[src/rtl/cp0_exception_ctrl_pkg.sv]
// Shared CP0 definitions: register numbers, field positions, exception codes,
// controller FSM encoding and register packing helpers.
package cp0_exception_ctrl_pkg;

    localparam logic [4:0] CP0_COUNT   = 5'd9;
    localparam logic [4:0] CP0_COMPARE = 5'd11;
    localparam logic [4:0] CP0_STATUS  = 5'd12;
    localparam logic [4:0] CP0_CAUSE   = 5'd13;
    localparam logic [4:0] CP0_EPC     = 5'd14;

    localparam int ST_IE_BIT  = 0;
    localparam int ST_EXL_BIT = 1;
    localparam int ST_IM_LO   = 8;

    localparam logic [4:0] EXC_INT = 5'd0;
    localparam logic [4:0] EXC_SYS = 5'd8;
    localparam logic [4:0] EXC_RI  = 5'd10;

    typedef enum logic [0:0] {
        ST_RUN   = 1'b0,
        ST_FLUSH = 1'b1
    } cp0_state_e;

    function automatic logic [31:0] pack_status(input logic [7:0] im,
                                                input logic       exl,
                                                input logic       ie);
        return {16'd0, im, 6'd0, exl, ie};
    endfunction

    // Cause layout: IP in bits [15:8], ExcCode in bits [6:2], all other bits zero.
    function automatic logic [31:0] pack_cause(input logic [7:0] ip,
                                               input logic [4:0] exc_code);
        return {16'd0, ip, 1'b0, exc_code, 2'd0};
    endfunction

endpackage

[src/rtl/cp0_exception_ctrl_irq_sync.sv]
// Multi-flop synchronizer bringing the asynchronous external interrupt
// levels into the core clock domain.
module cp0_exception_ctrl_irq_sync #(
    parameter int N_HWIRQ    = 5,
    parameter int SYNC_DEPTH = 2
) (
    input  logic               clk,
    input  logic               rst,
    input  logic [N_HWIRQ-1:0] irq_async,
    output logic [N_HWIRQ-1:0] irq_sync
);

    logic [N_HWIRQ-1:0] stage_r [SYNC_DEPTH];

    // Shift the sampled interrupt levels through the synchronizer chain.
    always_ff @(posedge clk or posedge rst) begin
        if (rst) begin
            for (int i = 0; i < SYNC_DEPTH; i++) begin
                stage_r[i] <= {N_HWIRQ{1'b0}};
            end
        end else begin
            stage_r[0] <= irq_async;
            for (int i = 1; i < SYNC_DEPTH; i++) begin
                stage_r[i] <= stage_r[i-1];
            end
        end
    end

    assign irq_sync = stage_r[SYNC_DEPTH-1];

endmodule

[src/rtl/cp0_exception_ctrl.sv]
// Coprocessor-0 exception/interrupt controller: Status/Cause/EPC/Count/Compare,
// mfc0/mtc0 access, and the exception/eret redirect requests to next-PC select.
module cp0_exception_ctrl
    import cp0_exception_ctrl_pkg::*;
#(
    parameter int N_HWIRQ    = 5,
    parameter int SYNC_DEPTH = 2
) (
    input  logic               i_clk,
    input  logic               i_rst,
    input  logic [N_HWIRQ-1:0] i_irq,
    input  logic [31:0]        i_pc_dec,
    input  logic               i_syscall_dec,
    input  logic               i_ri_dec,
    input  logic               i_eret_dec,
    input  logic               i_mtc0_dec,
    input  logic [4:0]         i_cp0_addr,
    input  logic [31:0]        i_cp0_wdata,
    input  logic               i_s_rst_dec,
    output logic               o_exeption,
    output logic               o_eret,
    output logic [31:0]        o_epc_to_pc,
    output logic [31:0]        o_cp0_rdata,
    output logic               o_flush
);

    cp0_state_e state_r;
    cp0_state_e state_nxt_s;

    logic [31:0] count_r;
    logic [31:0] compare_r;
    logic [31:0] epc_r;
    logic [7:0]  im_r;
    logic        exl_r;
    logic        ie_r;
    logic [4:0]  exc_code_r;
    logic        timer_pend_r;

    logic [N_HWIRQ-1:0] irq_sync_s;
    logic [4:0]         hw_ip_s;
    logic [7:0]         ip_s;
    logic               accept_s;
    logic               int_req_s;
    logic               exc_take_s;
    logic               eret_take_s;
    logic               mtc0_take_s;
    logic [4:0]         exc_code_s;
    logic               wr_count_s;
    logic               wr_compare_s;
    logic               wr_status_s;
    logic               wr_epc_s;

    cp0_exception_ctrl_irq_sync #(
        .N_HWIRQ    (N_HWIRQ),
        .SYNC_DEPTH (SYNC_DEPTH)
    ) u_irq_sync (
        .clk       (i_clk),
        .rst       (i_rst),
        .irq_async (i_irq),
        .irq_sync  (irq_sync_s)
    );

    assign hw_ip_s = 5'(irq_sync_s);
    assign ip_s    = {timer_pend_r, hw_ip_s, 2'b00};

    // Decode acceptance, event priority and the mtc0 write strobes.
    always_comb begin
        accept_s    = ~i_s_rst_dec & (state_r == ST_RUN);
        int_req_s   = ie_r & ~exl_r & (|(ip_s & im_r));
        exc_take_s  = accept_s & (i_ri_dec | i_syscall_dec | int_req_s);
        eret_take_s = accept_s & ~exc_take_s & i_eret_dec & exl_r;
        // A squashed instruction (exception) or a redirecting eret never writes CP0.
        mtc0_take_s = accept_s & ~exc_take_s & ~eret_take_s & i_mtc0_dec;
        if (i_ri_dec) begin
            exc_code_s = EXC_RI;
        end else if (i_syscall_dec) begin
            exc_code_s = EXC_SYS;
        end else begin
            exc_code_s = EXC_INT;
        end
        wr_count_s   = mtc0_take_s & (i_cp0_addr == CP0_COUNT);
        wr_compare_s = mtc0_take_s & (i_cp0_addr == CP0_COMPARE);
        wr_status_s  = mtc0_take_s & (i_cp0_addr == CP0_STATUS);
        wr_epc_s     = mtc0_take_s & (i_cp0_addr == CP0_EPC);
    end

    // FSM next state: any redirect is followed by exactly one flush cycle.
    always_comb begin
        state_nxt_s = state_r;
        case (state_r)
            ST_RUN: begin
                if (exc_take_s | eret_take_s) begin
                    state_nxt_s = ST_FLUSH;
                end else begin
                    state_nxt_s = ST_RUN;
                end
            end
            ST_FLUSH: state_nxt_s = ST_RUN;
            default:  state_nxt_s = ST_RUN;
        endcase
    end

    // FSM state register.
    always_ff @(posedge i_clk or posedge i_rst) begin
        if (i_rst) begin
            state_r <= ST_RUN;
        end else begin
            state_r <= state_nxt_s;
        end
    end

    // Free-running Count, Compare and the timer-pending flag (IP7).
    always_ff @(posedge i_clk or posedge i_rst) begin
        if (i_rst) begin
            count_r      <= 32'd0;
            compare_r    <= 32'hFFFF_FFFF;
            timer_pend_r <= 1'b0;
        end else begin
            if (wr_count_s) begin
                count_r <= i_cp0_wdata;
            end else begin
                count_r <= count_r + 32'd1;
            end
            if (wr_compare_s) begin
                compare_r    <= i_cp0_wdata;
                timer_pend_r <= 1'b0;
            end else if (count_r == compare_r) begin
                timer_pend_r <= 1'b1;
            end
        end
    end

    // Status, Cause.ExcCode and EPC updates from exceptions, eret and mtc0.
    always_ff @(posedge i_clk or posedge i_rst) begin
        if (i_rst) begin
            im_r       <= 8'd0;
            exl_r      <= 1'b0;
            ie_r       <= 1'b0;
            exc_code_r <= 5'd0;
            epc_r      <= 32'd0;
        end else begin
            if (exc_take_s) begin
                exl_r      <= 1'b1;
                exc_code_r <= exc_code_s;
                epc_r      <= i_pc_dec;
            end else if (eret_take_s) begin
                exl_r <= 1'b0;
            end else begin
                if (wr_status_s) begin
                    im_r  <= i_cp0_wdata[ST_IM_LO +: 8];
                    exl_r <= i_cp0_wdata[ST_EXL_BIT];
                    ie_r  <= i_cp0_wdata[ST_IE_BIT];
                end
                if (wr_epc_s) begin
                    epc_r <= i_cp0_wdata;
                end
            end
        end
    end

    // mfc0 read mux; always shows the pre-write register contents.
    always_comb begin
        o_cp0_rdata = 32'd0;
        case (i_cp0_addr)
            CP0_COUNT:   o_cp0_rdata = count_r;
            CP0_COMPARE: o_cp0_rdata = compare_r;
            CP0_STATUS:  o_cp0_rdata = pack_status(im_r, exl_r, ie_r);
            CP0_CAUSE:   o_cp0_rdata = pack_cause(ip_s, exc_code_r);
            CP0_EPC:     o_cp0_rdata = epc_r;
            default:     o_cp0_rdata = 32'd0;
        endcase
    end

    assign o_exeption  = exc_take_s;
    assign o_eret      = eret_take_s;
    assign o_epc_to_pc = epc_r;
    assign o_flush     = (state_r == ST_FLUSH);

endmodule

[config.mk]
export PLATFORM = sky130hd
export DESIGN_NAME = cp0_exception_ctrl
export DESIGN_NICKNAME = d
export VERILOG_FILES = /design/src/rtl/cp0_exception_ctrl_pkg.sv /design/src/rtl/cp0_exception_ctrl_irq_sync.sv /design/src/rtl/cp0_exception_ctrl.sv
export SDC_FILE = /design/constraint.sdc
export NUM_CORES = 1
export LEC_CHECK = 0
export BUFFER_PORTS_ARGS = -buffer_cell sky130_fd_sc_hd__buf_2
export CAP_MARGIN = 20
export CORE_MARGIN = 5
export CORE_UTILIZATION = 50
export CTS_CLUSTER_SIZE = 14
export DETAILED_ROUTE_END_ITERATION = 7
export GPL_TIMING_DRIVEN = 0
export PLACE_DENSITY = 0.74
export REMOVE_ABC_BUFFERS = 1
export SETUP_SLACK_MARGIN = 0.5
export SYNTH_ARGS = -nofsm -noshare
export SYNTH_HDL_FRONTEND = slang
export SYNTH_SLANG_ARGS = --single-unit
export TNS_END_PERCENT = 30
[constraint.sdc]
create_clock -name i_clk -period 4.95 [get_ports i_clk]
set_input_delay 0.99 -clock i_clk [delete_from_list [all_inputs] [get_ports i_clk]]
set_output_delay 0.99 -clock i_clk [all_outputs]
set_load 0.1 [all_outputs]
# Word level (Yosys, flattened, before mapping)
# Index checks and enable logic that the tools add are counted.
# word_totals
ff_bits,123
input_bits,81
out_inout_bits,67
# op_classes
addsub,1
eq_ne,7
n_mux,14
n_bitwise,22
reduce_logical,6
# ops
cell,n
$pmux 32 s5,1
$mux 32,4
$add 32x1->32 const B,1
$eq 32x32->1,1
$eq 5x4->1 const B,5
$and 1x1->1,13
$and 8x8->8,1
$reduce_or 8->1,1
$mux 1,6
$mux 5,1
$not 1->1,5
$mux 4,1
$reduce_bool 2->1,2
$or 1x1->1,3
$reduce_and 3->1,1
$reduce_bool 3->1,1
$ne 2x2->1 const B,1
$pmux 1 s2,1
$reduce_and 2->1,1

# Logic depth before layout (Yosys ltp)
# Gate-level depths: netlist (run 1).
# logic_depth
depth_word,16
mapped_depth,8
depth_no_buf,6

# Modules after synthesis
# Synthesis (run 1) repeated with hierarchy kept, for this count alone.
# unflattened
hier_cells,604
area_unflattened_um2,6646.4
# by_module_without_submodules
module,n_inst,cells_per_inst,area_each_um2
cp0_exception_ctrl,1,588,6354.8
cp0_exception_ctrl_irq_sync,1,16,291.5

# Worst setup path after synthesis (run 1)
# No wires, ideal clock.
# synth_path
kind,input -> output
start,input port i_cp0_addr[1]
end,output port o_cp0_rdata[22]
t_arrival_ns,3.949
required_ns,3.960
path_slack_ns,0.011
path_stages,4
path_buffers,3
path_cell_list,clkbuf_1 -> clkbuf_1 -> clkbuf_1 -> o31ai_1
# synth_via
elab_chain_len,2
elab_cells_between_ends,6
classes_between,eq/ne (5); mux (1)
# synth_rtl
item,line,source
from (decl),cp0_exception_ctrl.sv:17,"input logic [4:0] i_cp0_addr,"
$eq 5x4->1,cp0_exception_ctrl.sv:164,case (i_cp0_addr)
$pmux 32 s5 (*),cp0_exception_ctrl.sv:164,
to (decl),cp0_exception_ctrl.sv:23,"output logic [31:0] o_cp0_rdata,"
# Mark *: on every way between the ends. The rest lies on a longest branch, timed or not.

# Final worst setup path (run 1)
# layout_path
start,input port i_cp0_addr[2]
end,output port o_cp0_rdata[22]
# The elaborated chain is that of the path after synthesis.

==> results of run 1 <==
## worst max path at each step
stage | from | end | slack [ns] | cells after the start
floorplan | i_cp0_addr[0] | o_cp0_rdata[10] | -2.24 | 3
global placement | i_cp0_addr[2] | o_epc_to_pc[23] | -3.86 | 5
detailed placement | i_cp0_addr[2] | o_cp0_rdata[4] | 0.93 | 8
CTS | i_cp0_addr[2] | o_cp0_rdata[4] | 0.93 | 8
global route | i_cp0_addr[2] | o_cp0_rdata[30] | 0.83 | 8
finish | i_cp0_addr[2] | o_cp0_rdata[22] | 0.95 | 8
## cell usage after synthesis
master    instances
a211oi_1          1
a21o_1            2
a21oi_1          44
a221oi_1          4
a22o_1           20
a22oi_1           9
a31oi_1           2
and2_1            1
and3_1            5
and4_1            2
buf_1             1
buf_2            14
buf_6             3
clkbuf_1         24
dfrtp_1          88
dfstp_2          32
ha_1              1
inv_1             8
mux2_2          109
mux2i_1          12
nand2_1          52
nand2b_1          1
nand3_1          14
nand3_2           1
nand3b_4          1
nand4_1          23
nor2_1           45
nor3_1            4
nor3b_1           1
nor4_1            2
nor4_2            1
nor4_4            3
nor4bb_1          1
o21ai_0          23
o311ai_0          1
o31ai_1           4
o31ai_2           1
or2_2             1
or4_1             1
xnor2_1          44
xor2_1           18
## sequential cells by signal (all words and copies together), names as in the netlist
name / cells
im_r: 8
o_epc_to_pc: 32
compare_r: 32
exl_r: 1
ie_r: 1
o_flush: 1
exc_code_r: 2
u_irq_sync.stage_r: 5
u_irq_sync.irq_sync: 5
count_r: 32
timer_pend_r: 1
## critical path: cells and delay by family
family,cells,cell delay [ns]
buffers and inverters,4,1.05
and+or+nand+nor,2,0.71
AOI/OAI and AO/OA,2,0.27
## cells by family after synthesis
group,after synthesis,synth area share
adders and majority gates,1,0.00187
buffers and inverters,50,0.0341
muxes,121,0.202
DFF,120,0.455
AOI/OAI and AO/OA,111,0.105
xor gates and xnor gates,62,0.0813
and+or+nand+nor,159,0.121
## layout make-up
class                   instances  share of cell area
well taps                     176              0.0268
clock buffers                  29              0.0608
multi-input cells             454               0.419
clock inverters                 3             0.00182
inverters                       8             0.00426
flip-flops and latches        120               0.370
repair buffers                158               0.117
## per-layer routing
layer  up-vias  track usage  wire length [µm]
met4         0       0.0823               385
met2       198        0.377              8600
met3        31       0.0504              1070
met5         -            0                 0
li1       2520            -                 -
met1      2665        0.276              7450
## power breakdown
part           leakage, nW  total [mW]  switching [mW]  internal [mW]
clock                0.253        1.08           0.408          0.677
combinational         1.94        1.11           0.817          0.294
sequential            1.42        1.29           0.165           1.13
total                 3.61        3.49            1.39           2.10
## per-stage QoR
step / util / cells / cell area, µm²
5_1_grt: 0.624 / 948 / 8230
2_1_floorplan: - / 582 / 6480
3_5_place_dp: 0.585 / 916 / 7710
6_report: 0.624 / 948 / 8230
4_1_cts: 0.624 / 948 / 8230
3_3_place_gp: 0.564 / 905 / 7440
==> impl_metrics.csv, run 1 <==
group,metric,value,unit
setup_path,r2r-end,"count_r[31]",
global_route,grt_usage,0.221,
route,antenna_left,0,
clock_network,cts_made_buffers,17,
die,die_x,126,µm
setup_path,cpPeakStageDelay,0.66,ns
clock_network,clkTransAtPathRegs,0.05,ns
finish,fill_cells,1069,
setup_path,r2r_setup_slack,2.18,ns
yosys,synth_top_area_frac,0.330,
worst_hold_path,min-delay-start,"u_irq_sync.stage_r[7]",
clock_network,cts_max_level,4,
sta,worst_pin_slew,0.850,ns
route,post-route-drc-count,0,
clock_network,clk_latency,0.41,ns
finish,multiInputGateArea,3450,µm²
finish,finalNetCount,841,
die,fp.coreArea,13200,µm²
place,dp_hpwl,12.7,mm
route,dr_total_vias,5414,
sta,max_freq,250,MHz
sta,maxSlewViolCount,0,
route,drt-total-wl,17.5,mm
setup_path,path_cells,"buf_2, nor4bb_4, buf_8, buf_8, a22o_1, nand2_1, o31ai_1, buf_2",
finish,post_route_cells_drive_above_1_share,0.435,
sta,period_minus_slack,4.00,ns
clock_network,cts_resized,0,
place,dp_slack,0.930,ns
pwr,totalPowerFinal,3.49,mW
finish,mostFrequentLayoutCells,"buf_2, mux2_2, dfrtp_1",
pwr,vdd_drop_max,0.000252,V
sta,holdWs,0.348,ns
sta,setup_slack,0.951,ns
global_route,antenna_found_initial,0,
die,ios,148,
route,drtIter0Drc,336,
place,io_buffers,147,
worst_hold_path,hold_path.class,"register to register",
yosys,netlist_area,6680,µm²
finish,syn_to_final_growth,23.1,%
clock_network,clockBufferDepth,2,
place,gp_congestion,0.840,
setup_path,worst-path-max-fanout,14,
clock_network,cts_tree,"yes",
setup_path,endpoint_kind,"primary output",
status,status,"finished, final reports clean",
sta,hold_viol_final,0,
die,start_util,0.507,
global_route,grt_max_degree,103,
die,dieArea,15800,µm²
sta,finalSetupViolCount,0,
sta,rsz0062_at_grt,"no",
run,cap_violations,0,
setup_path,path_class,"primary input to primary output",
setup_path,slowest_stage,"nor4bb_4",
global_route,overflow,0,
global_route,grt_pass1_vias,5537,
yosys,netlist_instances,624,
sta,tns,0,ns
setup_path,r2r_start,"timer_pend_r",
finish,register_area,3040,µm²
yosys,ys_types,41,
clock_network,cts_sinks,120,
yosys,synth_area_leaders,"dfrtp_1, mux2_2, dfstp_2",
setup_path,critPathRequiredTime,3.96,ns
pwr,power_density,424,nW/µm²
setup_path,cp.arrival,3.01,ns
die,fp-row-count,42,
yosys,ys_warn_count,0,
sta,relSlewSlack,0.429,
finish,antenna_cells,0,
yosys,syn_avg_cell_area,10.7,µm²
pwr,p_leak,3.61,nW
setup_path,r2r_cells,5,
route,viasPerCell,5.71,
clock_network,postCtsSetupBuffers,0,
sta,fin_crit_sh,0.808,
sta,fin_skew,0.00581,ns
die,die_y,126,µm
global_route,grt_pass1_wl,28.1,mm
route,detail_route.wl_per_cell,18.5,µm
yosys,synth_seq_cells,120,
yosys,ys_seq_area_frac,0.455,
setup_path,startpoint_type,"primary input",
yosys,synth_top_area_cell,"dfrtp_1",
worst_hold_path,min_to,"u_irq_sync.irq_sync[2]",
clock_network,holdBufCountCts,0,
worst_hold_path,hold_depth,0,
route,firstDrtPassIters,5,
finish,final_common_cell,"buf_2",
clock_network,root_buffer,"clkbuf_16",
Power figures use the tool's default switching activity.
==> run 2: changes to the inputs <==
--- a/config.mk
+++ b/config.mk
@@ -5,6 +5,7 @@
 export SDC_FILE = /design/constraint.sdc
 export NUM_CORES = 1
 export LEC_CHECK = 0
+export ABC_AREA = 1
 export BUFFER_PORTS_ARGS = -buffer_cell sky130_fd_sc_hd__buf_2
 export CAP_MARGIN = 20
 export CORE_MARGIN = 5
==> constraint.sdc (replaced) <==
create_clock -name i_clk -period 3.8 [get_ports i_clk]
set_input_delay 0.76 -clock i_clk [delete_from_list [all_inputs] [get_ports i_clk]]
set_output_delay 0.76 -clock i_clk [all_outputs]
set_load 0.1 [all_outputs]
==> run 2 against run 1 <==
Worst setup slack got worse by 0.34 ns. Sequential share of layout area decreased by 2.0 points. Routed wire length increased by 18%. Flip-flop and latch count unchanged. Non-clock buffer count decreased by 5. Register-to-register slack got worse by 0.94 ns. Die area increased by 7.2%. Clock skew increased by 0.0023 ns. Via count increased by 28%. Utilization decreased by 0.17 points. Global-route usage increased by 2.8 points. Critical endpoint is now o_cp0_rdata[0].
==> impl_metrics.csv, run 2 <==
group,metric,value,unit
status,status,"finished, final reports clean",
clock_network,clkTransAtPathRegs,0.06,ns
global_route,grt_max_degree,62,
pwr,clkPwrFrac,0.372,
die,dieArea,16900,µm²
global_route,overflow,0,
route,antenna_left,0,
route,wl_met1,8.92,mm
place,dp_hpwl,14.1,mm
route,firstDrtPassIters,5,
pwr,power_switching,1.84,mW
clock_network,cts_made_buffers,17,
die,fp-row-count,43,
route,dr_total_vias,6926,
finish,antenna_cells,0,
sta,setup_slack,0.607,ns
setup_path,cp.arrival,2.43,ns
sta,fin_skew,0.00813,ns
clock_network,cts_tree,"yes",
clock_network,root_buffer,"clkbuf_16",
route,dr_wl_met2,10.0,mm
setup_path,endpoint_kind,"primary output",
yosys,synth_top_area_frac,0.306,
route,post-route-drc-count,0,
yosys,async_reset_ff_frac,1.00,
place,dp_slack,0.0259,ns
place,dpl_cell_area,7940,µm²
sta,hold_viol_final,0,
sta,max_freq,313,MHz
clock_network,clk_latency,0.43,ns
yosys,ys_types,38,
pwr,p_comb_frac,0.287,
global_route,grt_usage,0.250,
setup_path,startpoint_type,"primary input",
place,gp_congestion,0.929,
pwr,totalPowerFinal,4.74,mW
finish,final_common_cell,"nand2_1",
die,start_util,0.515,
clock_network,cts_sinks,120,
global_route,antenna_found_initial,0,
route,viasPerCell,5.27,
yosys,synth_edf_count,0,
yosys,netlist_area,7210,µm²
finish,post_route_cells_drive_above_1_share,0.235,
clock_network,cts_max_level,4,
yosys,ys_warn_count,0,
finish,mostFrequentLayoutCells,"nand2_1, buf_2, dfrtp_1",
yosys,synth_seq_cells,120,
yosys,synth_area_leaders,"dfrtp_1, nand2_1, dfstp_2",
sta,worst_pin_slew,0.723,ns
route,wl_met3,1.35,mm
route,top_layer,"met4",
yosys,synth_flop_cell,"dfrtp_1",
sta,tns,0,ns
die,die_y,130,µm
setup_path,worst-path-max-fanout,25,
sta,fin_crit_sh,0.840,
route,detail_route.wl_per_cell,15.6,µm
pwr,power_density,545,nW/µm²
pwr,p_int,2.90,mW
setup_path,critPathRequiredTime,3.04,ns
yosys,synth_commonest_cells,"nand2_1, dfrtp_1, inv_1",
finish,stdcell_area,8700,µm²
pwr,vdd_drop_max,0.000475,V
finish,final_util,0.622,
yosys,synth_most_common_cell,"nand2_1",
yosys,ys_seq_area_frac,0.422,
die,ios,148,
sta,maxSlewViolCount,0,
yosys,synth_top_area_cell,"dfrtp_1",
yosys,netlist_instances,991,
sta,finalSetupViolCount,0,
route,drtIter0Drc,477,
run,cap_violations,0,
sta,period_minus_slack,3.19,ns
finish,syn_to_final_growth,20.8,%
setup_path,path_class,"primary input to primary output",
sta,relSlewSlack,0.516,
pwr,pwr-share-seq,0.341,
route,drt-total-wl,20.6,mm
global_route,grt_pass1_wl,33.4,mm
pwr,swShare,0.388,
worst_hold_path,hold_path.class,"register to register",
die,fp.coreArea,14000,µm²
die,die_x,130,µm
global_route,grt_pass1_vias,6695,
clock_network,clockBufferDepth,2,
pwr,p_leak,4.62,nW
yosys,syn_avg_cell_area,7.27,µm²
place,io_buffers,147,
finish,finalNetCount,1204,
sta,rsz0062_at_grt,"no",
[run 2: changes by cell type after synthesis, sizes merged, moves of 15 or more]
cell,previous run,this run
a22o,20,0
clkbuf,24,9
o221ai,0,18
o21ai,23,60
buf,18,33
a21oi,44,9
inv,8,81
mux2,109,0
nand3,15,53
nand2,52,470
xnor2,44,11
[run 2: layout make-up]
class	instances	area, µm²
Clock buffer	18	439
Clock inverter	14	204
Fill cell	1306	5290
Inverter	82	324
Multi-Input combinational cell	748	3600
Sequential cell	120	3040
Tap cell	180	225
Timing Repair Buffer	153	867
[run 2: kinds of logic after synthesis]
family	count (synthesis)	synth area share
buffers and inverters	124	0.0842
adders and majority gates	1	0.00174
and+or+nand+nor	614	0.363
xor gates and xnor gates	35	0.0425
AOI/OAI and AO/OA	97	0.0863
DFF	120	0.422
[run 2: timing repair]
item	CTS	global route
endpoints found under the setup margin	33	33
pin swaps	1	1
resized for setup	14	13
setup buffers	0	3
endpoints found under the hold margin	0	0
hold buffers	0	0
gates cloned	0	1
[run 2: metrics by stage]
stage,hold WS (ns),cells
global route,0.349,1315
finish,0.340,1315
global placement,0.333,1276
detailed placement,0.335,1279
floorplan,0.331,949
CTS,0.344,1311
[run 2: worst paths after layout]
check	cells after the start	endpoint	start	slack (ns)
hold reg to reg	0	u_irq_sync.irq_sync[3]	u_irq_sync.stage_r[8]	0.34
hold / removal	0	u_irq_sync.irq_sync[3]	u_irq_sync.stage_r[8]	0.34
min in group asynchronous	2	o_epc_to_pc[6]	i_rst	0.41
setup / recovery	9	o_cp0_rdata[0]	i_cp0_addr[4]	0.61
setup reg to reg	9	o_epc_to_pc[5]	im_r[6]	1.24
max in group asynchronous	3	compare_r[31]	i_rst	2.63
[run 2: power by group through the flow]
stage / logic [mW] / clock network (mW) / registers [mW]
6_report: 1.36 / 1.76 / 1.62
5_1_grt: 1.46 / 1.84 / 1.64
4_1_cts: 1.36 / 1.78 / 1.61
3_5_place_dp: 1.35 / 0 / 1.63
3_3_place_gp: 1.32 / 0 / 1.63
2_1_floorplan: 0.502 / 0 / 2.18
[run 2: critical path, cell delays in order]
cell and delay, ns:
buf_2 0.12, inv_2 0.08, nand2_1 0.09, nor2_4 0.19
inv_2 0.09, nor2_8 0.19, inv_4 0.19, o21ai_0 0.24
buf_2 0.47
[run 2: routing by layer]
metal / up-vias / track usage
li1: 3410 / -
met1: 3274 / 0.332
met2: 211 / 0.412
met3: 31 / 0.0594
met4: 0 / 0.0648
met5: - / 0
